--- src/rtl/if_stage.sv ---
// if_stage: instruction fetch stage with a single-cycle fetch into the IF/ID register.
//
// Ports:
//   clk            - single clock, all state updates on the rising edge
//   reset          - asynchronous active-high reset
//   stall          - hazard stall from decode; holds pc and IF/ID
//   flush          - squash the instruction being fetched this cycle
//   branch_taken   - redirect pc to branch_target (wins over jump)
//   branch_target  - 13-bit word address of branch destination
//   jump           - redirect pc to jump_target
//   jump_target    - 13-bit word address of jump destination
//   instruction    - combinational instruction-memory read data for address pc
//   pc             - current fetch address, straight from the PC register
//   if_id_instr    - registered instruction handed to decode
//   if_id_pc_next  - registered pc+1 of that instruction
//   if_id_valid    - registered; 1 when if_id_instr is a real instruction
//   halted         - registered; 1 once fetch has stopped on a halt word
module if_stage #(
  parameter logic [12:0] RESET_PC   = 13'h0000,
  parameter logic [15:0] NOP_INSTR  = 16'h0000,
  parameter logic [15:0] HALT_INSTR = 16'hFFFF
) (
  input  logic        clk,
  input  logic        reset,
  input  logic        stall,
  input  logic        flush,
  input  logic        branch_taken,
  input  logic [12:0] branch_target,
  input  logic        jump,
  input  logic [12:0] jump_target,
  input  logic [15:0] instruction,
  output logic [12:0] pc,
  output logic [15:0] if_id_instr,
  output logic [12:0] if_id_pc_next,
  output logic        if_id_valid,
  output logic        halted
);

  typedef enum logic {RUN, HALT} state_t;

  state_t      state_q, state_d;
  logic [12:0] pc_q, pc_d;
  logic [15:0] instr_q, instr_d;
  logic [12:0] pcNext_q, pcNext_d;
  logic        valid_q, valid_d;

  logic        redirect;
  logic [12:0] target;
  logic [12:0] pcPlusOne;

  // Branch has priority over jump when both arrive in the same cycle.
  assign redirect  = branch_taken | jump;
  assign target    = branch_taken ? branch_target : jump_target;
  // 13-bit add wraps 13'h1FFF back to 13'h0000 naturally.
  assign pcPlusOne = pc_q + 13'd1;

  // State, PC and IF/ID register; reset forces everything to a bubble at RESET_PC.
  always_ff @(posedge clk or posedge reset) begin
    if (reset) begin
      state_q  <= RUN;
      pc_q     <= RESET_PC;
      instr_q  <= NOP_INSTR;
      pcNext_q <= 13'h0000;
      valid_q  <= 1'b0;
    end else begin
      state_q  <= state_d;
      pc_q     <= pc_d;
      instr_q  <= instr_d;
      pcNext_q <= pcNext_d;
      valid_q  <= valid_d;
    end
  end

  // Next-state logic. Everything holds by default, which is exactly the
  // stall behaviour; each branch below only overrides what it changes.
  always_comb begin
    state_d  = state_q;
    pc_d     = pc_q;
    instr_d  = instr_q;
    pcNext_d = pcNext_q;
    valid_d  = valid_q;

    case (state_q)
      RUN: begin
        if (redirect) begin
          // Redirect beats stall and flush: the fetched word is on the wrong path.
          pc_d     = target;
          instr_d  = NOP_INSTR;
          pcNext_d = 13'h0000;
          valid_d  = 1'b0;
        end else if (flush) begin
          instr_d  = NOP_INSTR;
          pcNext_d = 13'h0000;
          valid_d  = 1'b0;
          if (!stall) begin
            pc_d = pcPlusOne;
          end
        end else if (!stall) begin
          instr_d  = instruction;
          pcNext_d = pcPlusOne;
          valid_d  = 1'b1;
          if (instruction == HALT_INSTR) begin
            // The halt word itself goes down the pipe; pc stays parked on it.
            state_d = HALT;
          end else begin
            pc_d = pcPlusOne;
          end
        end
      end
      HALT: begin
        // Only reset leaves HALT; all control inputs are ignored here.
        instr_d  = NOP_INSTR;
        pcNext_d = 13'h0000;
        valid_d  = 1'b0;
      end
      default: begin
        state_d = RUN;
      end
    endcase
  end

  assign pc            = pc_q;
  assign if_id_instr   = instr_q;
  assign if_id_pc_next = pcNext_q;
  assign if_id_valid   = valid_q;
  assign halted        = (state_q == HALT);

endmodule

--- config.mk ---
export PLATFORM = sky130hd
export DESIGN_NAME = if_stage
export DESIGN_NICKNAME = d
export VERILOG_FILES = /design/src/rtl/if_stage.sv
export SDC_FILE = /design/constraint.sdc
export NUM_CORES = 1
export LEC_CHECK = 0
export CAP_MARGIN = 10
export CORE_MARGIN = 10
export CORE_UTILIZATION = 47
export DETAILED_ROUTE_END_ITERATION = 16
export GPL_ROUTABILITY_DRIVEN = 0
export HOLD_SLACK_MARGIN = 0.03
export PLACE_DENSITY = 0.86
export SYNTH_ARGS = -nofsm -noshare
export SYNTH_HDL_FRONTEND = slang
export SYNTH_SLANG_ARGS = --single-unit
--- constraint.sdc ---
create_clock -name clk -period 3.2 [get_ports clk]
set_input_delay 0.48 -clock clk [delete_from_list [all_inputs] [get_ports clk]]
set_output_delay 0.48 -clock clk [all_outputs]
set_load 0.02 [all_outputs]
# == Word-level counts from Yosys, hierarchy flattened ==
# Cells that the tools add are included.
# totals
out_inout_bits,44
inputBits,48
regBits,44
# classes
eq_ne,4
bitwise,2
n_reduce_logical,1
add_sub_neg,1
mux,22
# ops
operator,count
$mux W13,8
$mux W16,3
$pmux W16 S2,1
$pmux W13 S2,1
$eq A16 B16 Y1 const B,1
$add A13 B1 Y13 const B,1
$mux W1,8
$ne A4 B4 Y1 const B,1
$ne A3 B3 Y1 const B,1
$reduce_and A3 Y1,1
$ne A2 B1 Y1 const B,1
$pmux W1 S2,1
$not A1 Y1,1
$or A1 B1 Y1,1

# == Longest topological paths before layout ==
# depth
depth_word,6
depth_mapped,7
depth_no_buf,6

# == Worst setup path after synthesis ==
# No wires, ideal clock.
# synth_timing
kind,input-to-reg
from,input port branch_taken
to,"register pc_q[4], in the netlist pc[4]"
required_ns,3.079
arrival_ns,1.871
path_slack_ns,1.208
path_buffers,2
path_stages,7
path_cell_list,buf_6 > or2_4 > or4_4 > o21ai_4 > buf_6 > a21oi_2 > o22a_1
# synth_via
elab_chain_cells,3
# synth_lines
element,line_no,rtl
from (decl),27,"input logic branch_taken,"
$or A1 B1 Y1,52,assign redirect = branch_taken | jump;
$ne A3 B3 Y1 (no line) or $ne A2 B1 Y1 (tied branches),--,
$reduce_and A3 Y1 (no line),--,
to (signal assigned),67,pc_q <= pc_d;
to (decl),42,"logic [12:0] pc_q, pc_d;"
# Parallel ways exist; a longest one is shown, timed or not.
# A chain may end at the register's enable or synchronous reset.

# == Final worst setup path ==
# layout_timing
from,input port jump
to,"register pc_q[4], in the netlist pc[4]"
# layout_via
elab_chain_cells,3
# layout_lines
element,line_no,rtl
from (decl),29,"input logic jump,"
$or A1 B1 Y1 *,52,
$ne A3 B3 Y1 (no line) or $ne A2 B1 Y1 (tied branches),--,
$reduce_and A3 Y1 (no line),--,
# Every way passes the cells marked *; elsewhere a longest branch is shown, timed or not.

==> impl_results.md <==
- Slowest stage cell, crit path: or4_4
- CTS tree: built
- Post-DP HPWL: 5.20 mm
- Startpoint Class: input port
- Grt total ovfl: 0
- Via count: approximately 2200
- Synth top cells by count: nor2_1 (46), dfrtp_1 (44), mux2i_1 (27)
- Number of maximum-capacitance violations: 0
- Mapped cell area: 2320 sq um
- GRT busiest layer: met2
- Largest net degree at the start of global routing: 45
- RSZ-0062 raised after global routing: false
- Top cells by area, synth: dfrtp_1 (48%), mux2i_1 (12%), nor2_1 (7.5%), o21ai_0 (3.2%), a21oi_1 (2.8%)
- Share of cells above drive strength 1: 5.74%
- DR vias/cell: about 5.5
- Met2 usage: 27.3%
- Syn avg cell area: 9.49 sq um
- First-pass DRT Iterations: 4
- CP required: 3390 ps
- Number of flops mapped to enable cells by yosys: 0
- Final ANT Viol Nets: 0
- Multi-input logic area: roughly 1100 sq um
- Vias in the first global route: 2188
- Fin Setup TNS: 0 ps
- First DRT Iteration DRCs: around 170
- Top-count cell post-synth: nor2_1
- Rows: 25
- Die width: 90.2 um
- Placeable Area: 4750 sq um
- CP arrival: 2720 ps
- Worst slack at placement: 369 ps
- Clock Tree Buf Depth: 2
- Status: complete, no violations
- Cell Pwr Density: 347 nW/um^2
- PortBufs: 91
- Post-synthesis register bit count: 44
- Post-Route Skew: 6.34 ps
- Final WS setup: 673 ps
- CTS Buf Count: 5
- Met1 Use GR: 21.0%
- First-pass GRT wire length: between 10 and 15 mm
- Sequential area share after synthesis: 47.5%
- Seq. cell area: 1100 sq um
- Fin crit period: 2530 ps
- Worst path top cell family by delay: simple AND/OR/NAND/NOR gates
- CTS Root Cell: clkbuf_8
- # diodes: 0
- Drt drc: 0
- Syn_nets: 293
- Total clock sinks: 44
- CP peak stage delay: 570 ps
- Ys Warns: 0
- Critical-path cell list: clkdlybuf4s50_1 > or2_4 > or4_4 > o21ai_4 > buf_4 > a21oi_2 > o22a_1
- Clock latency at the later pin of the worst-skew pair: 290 ps
- Post-CTS Hold Buffers: 0
- Die area: about 8000 sq um
- FFs w/ async S/R, synth: 100%
- Starting Density: 48.7%
- Initial antenna violation count: 0
- Ports: between 90 and 100
- Clock H-tree levels: 2
- Most used flip-flop cell after synthesis: dfrtp_1
- Syn Inst Count: 244
- CTS clk-pin slew, worst paths: 80 ps
- Die H: 90.2 um
- DRT Wirelength: 6.98 mm
- # nets final: 380
- Buf+Inv Stages, Crit Path: 2
- Slew Limit Fails: 0
- Setup CP Type: input port to flip-flop
- CP max FO: 14
- Max Clk Rate: 396 MHz
- Share of Yosys cell area claimed by the top area cell type: 47.5%
- GRT Total Usage: approximately 17%
- CP endpoint kind: flip-flop
- FILL cells: about 400
- Final hold vios: 0
- Peak supply drop: 0.235 mV
- Distinct cells, synth: 42
- Min-Delay Path Class: flip-flop to flip-flop
- Average wire per standard cell: about 18 um
- Setup Fix Bufs, Post-CTS: 0
- Crit share post-route: approximately four fifths
- Leak: 0.00142 uW
- Met3 GRT Util: under 10%
- Worst Tran Pin Value: 924 ps
- Worst slew margin: 38.3%
- Area leader, netlist: dfrtp_1
- Area Overhead vs Synth: 44.6%
- Post-CTS sizing: 0
- Final setup vio count: 0
## layer usage
| layer | routed length, um | vias up |
|---|---|---|
| li1 | - | 1032 |
| met5 | 0 | - |
| met1 | 3060 | 1052 |
| met3 | 515 | 8 |
| met2 | 3340 | 83 |
| met4 | 63 | 0 |
## flip-flops by register name, summed over array words and instances (netlist names)
name           count
halted             1
if_id_instr       16
if_id_pc_next     13
if_id_valid        1
pc                13
## kinds of logic after synthesis
family,Yosys count,share of synthesized area [%]
xor+xnor,11,4.16
compound gates,49,13.9
buf+inv,23,4.43
simple gates,89,17.7
flops,44,47.5
mux,27,11.7
fa+ha+maj,1,0.540
## metrics by stage
stage                     util, %  area [sq um]  instances  power (uW)  hold slack [ps]
after global routing         70.4          3350        398        1220              564
after detailed placement     68.7          3270        391         838              506
after global placement       68.7          3270        391         835              498
after floorplan                 -          2320        244         719              602
after CTS                    70.4          3350        398        1170              519
final                        70.4          3350        398        1160              516
## final cells by class
| cell class | instances | area share (%) |
|---|---|---|
| Timing Repair Buffer | 96 | 28.2 |
| Tap cell | 67 | 2.50 |
| Multi-Input combinational cell | 177 | 33.2 |
| Sequential cell | 44 | 32.9 |
| Clock buffer | 5 | 2.06 |
| Inverter | 7 | 0.785 |
| Clock inverter | 2 | 0.374 |
## cells in the final DEF, fill, tap and decap left out, drive strengths merged, types with 3 or more instances in the layout
master,count
inv,7
xnor2,6
nor3,6
mux2i,27
nand3,6
clkbuf,5
clkdlybuf4s50,90
nor2,46
buf,6
dfrtp,44
xor2,5
o21ai,16
a21oi,14
a22o,3
nand4,8
nand2,12
## path summary, 6_finish.rpt
path                       slack (ps)  cells past startpoint   startpoint                to
max                               670                      7         jump             pc[4]
min                               520                      2  if_id_valid       if_id_valid
max reg2reg                      1100                      6        pc[0]            pc[12]
min reg2reg                       520                      2  if_id_valid       if_id_valid
max in group asynchronous        1920                      2        reset             pc[0]
min in group asynchronous         710                      2        reset  if_id_pc_next[6]
## report_power, final
| part | internal (uW) | switching (uW) |
|---|---|---|
| clock network | 148 | 186 |
| logic | 122 | 103 |
| registers | 570 | 32.8 |
## worst reg2reg max path, stage by stage (launching register included)
cell and delay (ps):
dfrtp_1 500, ha_1 350, nand4_1 170, or4_1 580, nor3_1 170, a221oi_1 80, o21ai_0 180
Power figures use the tool's default switching activity.
